### src/rtl/cpu_step_3.sv
// cpu_step_3 -- write-back stage of the tetris CPU pipeline.
// Checks the stage-2 candidate piece position against the field bitmap, commits either the
// candidate or the old position, or lands the piece (merge into field, respawn) on a blocked
// downward move. Hands coordinates, field and the is_load_PC/is_write_reg/is_touch strobes
// back to stage 1.
// Optional feature macro: ROW_CLEAR_EN -- enables the CLEAR state that removes full rows
// after a landing (scanned bottom-up, one row per cycle).
module cpu_step_3 #(
  parameter int                 MEM_WIDTH     = 4,
  parameter int                 WIDTH         = 8,
  parameter logic [WIDTH*4-1:0] SPAWN_COORD_X = 32'h04030403,
  parameter logic [WIDTH*4-1:0] SPAWN_COORD_Y = 32'h01010000
) (
  input  logic                       clk,
  input  logic                       rst,
  input  logic                       valid_step_2,
  output logic                       ready_step_3,
  input  logic                       move_down_step_2,
  input  logic [WIDTH*4-1:0]         coord_x_step_2,
  input  logic [WIDTH*4-1:0]         coord_y_step_2,
  input  logic [WIDTH*4-1:0]         cand_coord_x_step_2,
  input  logic [WIDTH*4-1:0]         cand_coord_y_step_2,
  input  logic [WIDTH*MEM_WIDTH-1:0] bus_step_2,
  output logic [WIDTH*4-1:0]         new_coord_x_step_3,
  output logic [WIDTH*4-1:0]         new_coord_y_step_3,
  output logic [WIDTH*MEM_WIDTH-1:0] new_bus_step_3,
  output logic                       is_load_PC,
  output logic                       is_write_reg,
  output logic                       is_touch
);

  localparam int CW = WIDTH * 4;
  localparam int FW = WIDTH * MEM_WIDTH;

`ifdef ROW_CLEAR_EN
  localparam int RW = (MEM_WIDTH > 1) ? $clog2(MEM_WIDTH) : 1;
  typedef enum logic [2:0] {
    IDLE  = 3'd0,
    CHECK = 3'd1,
    RESP  = 3'd2,
    MERGE = 3'd3,
    CLEAR = 3'd4,
    DONE  = 3'd5
  } state_t;
`else
  typedef enum logic [2:0] {
    IDLE  = 3'd0,
    CHECK = 3'd1,
    RESP  = 3'd2,
    MERGE = 3'd3,
    DONE  = 3'd5
  } state_t;
`endif

  // A cell is blocked when it lies outside the field or lands on an occupied bit.
  // Matching against every legal (row, col) pair keeps all field indices constant, and a
  // coordinate that matches nothing (including wrapped 8'hFF) is out of bounds.
  function automatic logic cell_blocked(input logic [FW-1:0] f,
                                        input logic [WIDTH-1:0] x,
                                        input logic [WIDTH-1:0] y);
    logic found;
    logic occ;
    found = 1'b0;
    occ   = 1'b0;
    for (int r = 0; r < MEM_WIDTH; r++) begin
      for (int c = 0; c < WIDTH; c++) begin
        if ((x == c[WIDTH-1:0]) && (y == r[WIDTH-1:0])) begin
          found = 1'b1;
          occ   = f[r*WIDTH + c];
        end
      end
    end
    return (!found) || occ;
  endfunction

  // True when any of the four cells of a piece is blocked.
  function automatic logic any_blocked(input logic [FW-1:0] f,
                                       input logic [CW-1:0] xs,
                                       input logic [CW-1:0] ys);
    logic hit;
    hit = 1'b0;
    for (int i = 0; i < 4; i++) begin
      hit = hit | cell_blocked(f, xs[i*WIDTH +: WIDTH], ys[i*WIDTH +: WIDTH]);
    end
    return hit;
  endfunction

  // Set the field bits under the four cells; duplicate or off-field cells are harmless.
  function automatic logic [FW-1:0] merge_cells(input logic [FW-1:0] f,
                                                input logic [CW-1:0] xs,
                                                input logic [CW-1:0] ys);
    logic [FW-1:0] m;
    m = f;
    for (int i = 0; i < 4; i++) begin
      for (int r = 0; r < MEM_WIDTH; r++) begin
        for (int c = 0; c < WIDTH; c++) begin
          if ((xs[i*WIDTH +: WIDTH] == c[WIDTH-1:0]) && (ys[i*WIDTH +: WIDTH] == r[WIDTH-1:0])) begin
            m[r*WIDTH + c] = 1'b1;
          end
        end
      end
    end
    return m;
  endfunction

`ifdef ROW_CLEAR_EN
  // True when the selected row has every column occupied.
  function automatic logic row_full(input logic [FW-1:0] f, input logic [RW-1:0] row);
    logic full;
    full = 1'b0;
    for (int r = 0; r < MEM_WIDTH; r++) begin
      if (int'(row) == r) begin
        full = &f[r*WIDTH +: WIDTH];
      end
    end
    return full;
  endfunction

  // Remove the selected row: rows above it move down one, the top row becomes empty.
  function automatic logic [FW-1:0] drop_row(input logic [FW-1:0] f, input logic [RW-1:0] row);
    logic [FW-1:0] d;
    d = {FW{1'b0}};
    for (int k = 1; k < MEM_WIDTH; k++) begin
      if (k <= int'(row)) begin
        d[k*WIDTH +: WIDTH] = f[(k-1)*WIDTH +: WIDTH];
      end else begin
        d[k*WIDTH +: WIDTH] = f[k*WIDTH +: WIDTH];
      end
    end
    return d;
  endfunction
`endif

  state_t state_r;
  state_t state_s;

  logic            move_down_r;
  logic [CW-1:0]   old_x_r;
  logic [CW-1:0]   old_y_r;
  logic [CW-1:0]   cand_x_r;
  logic [CW-1:0]   cand_y_r;
  logic [FW-1:0]   field_r;
  logic [FW-1:0]   field_s;
  logic [CW-1:0]   coord_x_r;
  logic [CW-1:0]   coord_x_s;
  logic [CW-1:0]   coord_y_r;
  logic [CW-1:0]   coord_y_s;
  logic [FW-1:0]   bus_r;
  logic [FW-1:0]   bus_s;
  logic            load_pc_r;
  logic            load_pc_s;
  logic            write_reg_r;
  logic            write_reg_s;
  logic            touch_r;
  logic            touch_s;
  logic            xfer_s;
  logic            blocked_s;
`ifdef ROW_CLEAR_EN
  logic [RW-1:0]   row_r;
  logic [RW-1:0]   row_s;
`endif

  assign ready_step_3       = (state_r == IDLE);
  assign xfer_s             = valid_step_2 & ready_step_3;
  assign blocked_s          = any_blocked(field_r, cand_x_r, cand_y_r);

  assign new_coord_x_step_3 = coord_x_r;
  assign new_coord_y_step_3 = coord_y_r;
  assign new_bus_step_3     = bus_r;
  assign is_load_PC         = load_pc_r;
  assign is_write_reg       = write_reg_r;
  assign is_touch           = touch_r;

  // Capture the stage-2 transaction on the handshake edge.
  always_ff @(posedge clk) begin
    if (rst) begin
      move_down_r <= 1'b0;
      old_x_r     <= {CW{1'b0}};
      old_y_r     <= {CW{1'b0}};
      cand_x_r    <= {CW{1'b0}};
      cand_y_r    <= {CW{1'b0}};
    end else if (xfer_s) begin
      move_down_r <= move_down_step_2;
      old_x_r     <= coord_x_step_2;
      old_y_r     <= coord_y_step_2;
      cand_x_r    <= cand_coord_x_step_2;
      cand_y_r    <= cand_coord_y_step_2;
    end
  end

  // Next-state, working-field and output-register logic of the write-back FSM.
  always_comb begin
    state_s     = state_r;
    field_s     = field_r;
    coord_x_s   = coord_x_r;
    coord_y_s   = coord_y_r;
    bus_s       = bus_r;
    load_pc_s   = 1'b0;
    write_reg_s = 1'b0;
    touch_s     = 1'b0;
`ifdef ROW_CLEAR_EN
    row_s       = row_r;
`endif
    case (state_r)
      IDLE: begin
        if (xfer_s) begin
          field_s = bus_step_2;
          state_s = CHECK;
        end else begin
          state_s = IDLE;
        end
      end
      CHECK: begin
        if (!blocked_s) begin
          coord_x_s   = cand_x_r;
          coord_y_s   = cand_y_r;
          load_pc_s   = 1'b1;
          write_reg_s = 1'b1;
          state_s     = RESP;
        end else if (!move_down_r) begin
          coord_x_s   = old_x_r;
          coord_y_s   = old_y_r;
          load_pc_s   = 1'b1;
          write_reg_s = 1'b1;
          state_s     = RESP;
        end else begin
          state_s = MERGE;
        end
      end
      RESP: begin
        state_s = IDLE;
      end
      MERGE: begin
        field_s = merge_cells(field_r, old_x_r, old_y_r);
`ifdef ROW_CLEAR_EN
        row_s   = RW'(MEM_WIDTH - 1);
        state_s = CLEAR;
`else
        // Landing without row clearing: publish the merged field straight away.
        coord_x_s   = SPAWN_COORD_X;
        coord_y_s   = SPAWN_COORD_Y;
        bus_s       = field_s;
        load_pc_s   = 1'b1;
        write_reg_s = 1'b1;
        touch_s     = 1'b1;
        state_s     = DONE;
`endif
      end
`ifdef ROW_CLEAR_EN
      CLEAR: begin
        if (row_full(field_r, row_r)) begin
          // Same row index is rescanned: the row that slid into it may also be full.
          field_s = drop_row(field_r, row_r);
          state_s = CLEAR;
        end else if (row_r == {RW{1'b0}}) begin
          coord_x_s   = SPAWN_COORD_X;
          coord_y_s   = SPAWN_COORD_Y;
          bus_s       = field_r;
          load_pc_s   = 1'b1;
          write_reg_s = 1'b1;
          touch_s     = 1'b1;
          state_s     = DONE;
        end else begin
          row_s   = row_r - RW'(1);
          state_s = CLEAR;
        end
      end
`endif
      DONE: begin
        state_s = IDLE;
      end
      default: begin
        state_s = IDLE;
      end
    endcase
  end

  // State, working field and registered outputs; reset aborts any operation silently.
  always_ff @(posedge clk) begin
    if (rst) begin
      state_r     <= IDLE;
      field_r     <= {FW{1'b0}};
      coord_x_r   <= SPAWN_COORD_X;
      coord_y_r   <= SPAWN_COORD_Y;
      bus_r       <= {FW{1'b0}};
      load_pc_r   <= 1'b0;
      write_reg_r <= 1'b0;
      touch_r     <= 1'b0;
`ifdef ROW_CLEAR_EN
      row_r       <= {RW{1'b0}};
`endif
    end else begin
      state_r     <= state_s;
      field_r     <= field_s;
      coord_x_r   <= coord_x_s;
      coord_y_r   <= coord_y_s;
      bus_r       <= bus_s;
      load_pc_r   <= load_pc_s;
      write_reg_r <= write_reg_s;
      touch_r     <= touch_s;
`ifdef ROW_CLEAR_EN
      row_r       <= row_s;
`endif
    end
  end

endmodule

### config.mk
export PLATFORM = sky130hd
export DESIGN_NAME = cpu_step_3
export DESIGN_NICKNAME = d
export VERILOG_FILES = /design/src/rtl/cpu_step_3.sv
export SDC_FILE = /design/constraint.sdc
export NUM_CORES = 1
export LEC_CHECK = 0
export CAP_MARGIN = 20
export CORE_ASPECT_RATIO = 0.9
export CORE_MARGIN = 5
export CORE_UTILIZATION = 40
export DETAILED_ROUTE_END_ITERATION = 10
export PLACE_DENSITY = 0.65
export SKIP_LAST_GASP = 1
export SYNTH_ARGS = -nofsm -noshare
export SYNTH_HDL_FRONTEND = slang
export SYNTH_SLANG_ARGS = --single-unit
### constraint.sdc
create_clock -name clk -period 4.19 [get_ports clk]
set_input_delay 0.838 -clock clk [delete_from_list [all_inputs] [get_ports clk]]
set_output_delay 0.838 -clock clk [all_outputs]
set_load 0.02 [all_outputs]
==> results of run 1 <==
-- layout make-up --
type                    count  area [sq um]
fillers                  2981         14570
well taps                 409         511.7
inverters                  27         101.3
clock buffers              38         787.0
diodes                      1         2.502
multi-input cells        1195          6679
flip-flops and latches    261          5225
repair buffers            293          2890
clock inverters            12         148.9
-- cell usage after synthesis, types with 6 or more instances --
master	count
a31oi_1	32
o22a_1	8
o211ai_1	6
dfxtp_1	261
nand2_1	368
a22o_1	45
nor3b_1	12
nor2b_1	32
buf_2	13
or4_1	6
mux2i_1	38
and3_1	10
a211o_1	6
nand3_1	32
nor4_1	14
o221ai_1	16
buf_1	7
nor2_1	143
inv_1	23
o41ai_1	17
buf_6	6
nand3b_1	9
a21oi_1	155
a221oi_1	6
o22ai_1	17
nor3_1	37
nand2b_1	17
a211oi_2	8
o21ai_0	30
nor4b_1	11
nand4_1	10
clkbuf_1	100
a211oi_1	9
o2bb2ai_1	11
-- stage by stage --
stage	instance area (sq um)	cells
after floorplan	12540	1611
after detailed placement	15410	2185
after global routing	16350	2236
final	16350	2236
after global placement	15400	2184
after CTS	16340	2235
-- per-layer routing --
layer  track usage (%)  wire, um  vias to the layer above
met5                 0         0                        -
met4             8.348      1686                        0
met3             4.495      3871                      113
met2             41.87     21830                      557
met1             36.73     21220                     6106
li1                  -         -                     6103
-- power by group through the flow --
stage | sequential [mW] | clock (mW) | combinational [mW]
2_1_floorplan | 2.79 | 0 | 0.670
6_report | 2.86 | 2.52 | 1.08
3_3_place_gp | 2.90 | 0 | 1.07
4_1_cts | 2.85 | 2.57 | 1.08
3_5_place_dp | 2.90 | 0 | 1.08
5_1_grt | 2.87 | 2.66 | 1.18
-- kinds of logic after synthesis --
logic type,count (synthesis),synth area share [%]
muxes,45,3.752
AOI/OAI and AO/OA,418,22.64
and+or+nand+nor,732,26.75
buffers and inverters,155,5.188
DFF,261,41.67
-- critical path, stage by stage (launching register included) --
cell	delay (ns)
dfxtp_1	0.31
nor3_1	0.61
nand4_1	0.31
a211o_1	0.34
a221o_1	0.31
o21ai_0	0.08
a21oi_1	0.10
or4_4	0.55
buf_4	0.28
nor3b_2	0.20
buf_4	0.28
a22o_1	0.25
-- worst paths after layout --
| path | startpoint | to | slack [ns] | cells past startpoint |
|---|---|---|---|---|
| max | cand_x_r[5] | new_coord_x_step_3[19] | 0.42 | 11 |
| max reg2reg | cand_x_r[5] | new_coord_x_step_3[19] | 0.42 | 11 |
| min reg2reg | cand_x_r[13] | cand_x_r[13] | 0.46 | 2 |
| min | cand_x_r[13] | cand_x_r[13] | 0.46 | 2 |
==> qor.csv, run 1 <==
metric;value;unit
worst-margin pin slew;0.9461;ns
Final #Nets;1969;
wire length per cell;21.74;um
post-synthesis sequential area ratio;41.67;%
critical-path maximum fanout;44;
Yosys top cell by area;dfxtp_1;
Synth cell types;77;
Congestion Overflow GR;0;
routed via count;12880;
Sw Share;29.06;%
setup slack at placement;0.5479;ns
top post-synthesis cells by area;dfxtp_1, nand2_1, a21oi_1;
crit path DAT;4.20;ns
Die Wd;196.6;um
setup TNS;0;ns
antenna-violating nets left;0;
post-CTS setup buffer count;0;
CTS Buf Count;27;
DRT Wirelength;48610;um
Synthesized Nets;1775;
synth warn;0;
internal power;4.582;mW
DRC Markers;0;
final hold slack;0.4565;ns
max-slew violation count;0;
status;finished clean;
Max Cap Viol;0;
vias in the first global route;12230;
Final Critical Period;3.774;ns
clock latency on the worst-skew pair;0.55;ns
cts repair resizes;0;
clock network power share;39.0;%
GRT Overall Usage;26.33;%
final worst slack;0.4157;ns
#FFs+latches synth;261;
Leak;5.937;nW
Setup CP Type;flop to flop;
max_slew headroom;36.10;%
CTS tree;done;
period utilisation layout;90.08;%
crit path capture type;flop;
Clock Tree Root;clkbuf_16;
commonest register cell after synthesis;dfxtp_1;
Post-synth EDFFs;0;
Async SR Flop Fraction;0;%
Num Clock Sinks;261;
most frequent cells in the layout;nand2_1, clkdlybuf4s50_1, dfxtp_1;
largest net degree at the start of global routing;88;
RSZ-0062 raised after global routing;no;
hold_buf cts;0;
row count;61;
dpl hpwl;35480;um
First DRT Iteration DRCs;1061;
Initial Util;40.57;%
pwr dens;395.1;nW/um^2
Comb pwr share;16.8;%
Post-Synthesis Cells;1611;
initial antenna violation count;1;
# setup viols final;0;
Core Area;30910;sq um
die area;35000;sq um
Worst VDD drop;0.3486;mV
CTS Buffer Depth;3;
die height;178.0;um
# IOs;264;
hold crit path type;flop to flop;
syn_area_per_cell;7.784;sq um
Via density;5.760;
share of the synthesized area in the top cell type;41.67;%
GPL Wtd Cong;0.9860;
Fmax;0.2650;GHz
Fin Clk Skew;0.02226;ns
commonest non-fill, non-tap cell in the layout;nand2_1;
Req. time, crit path;4.62;ns
total power;6.459;mW
synthesis-to-finish area growth;30.35;%
htree depth;1;
Clock transition at path regs;0.07;ns
Seq pwr share;44.2;%
fin util;52.88;%
share of post-route cells with drive strength above 1;5.805;%
Psw;1.877;mW
global-route wire length before repair;72930;um
First-pass DRT Iterations;9;
Cell Area, Synth;12540;sq um
# port buffers;263;
Final Hold Viols;0;
Critical Path Start Type;flop;
No activity file was read; power rests on OpenSTA's default activity.
==> run 2: changes to the inputs <==
SKIP_LAST_GASP = default   (was 1)
==> results of run 2 <==
Final layout, timing and power as in run 1 (identical DEF).
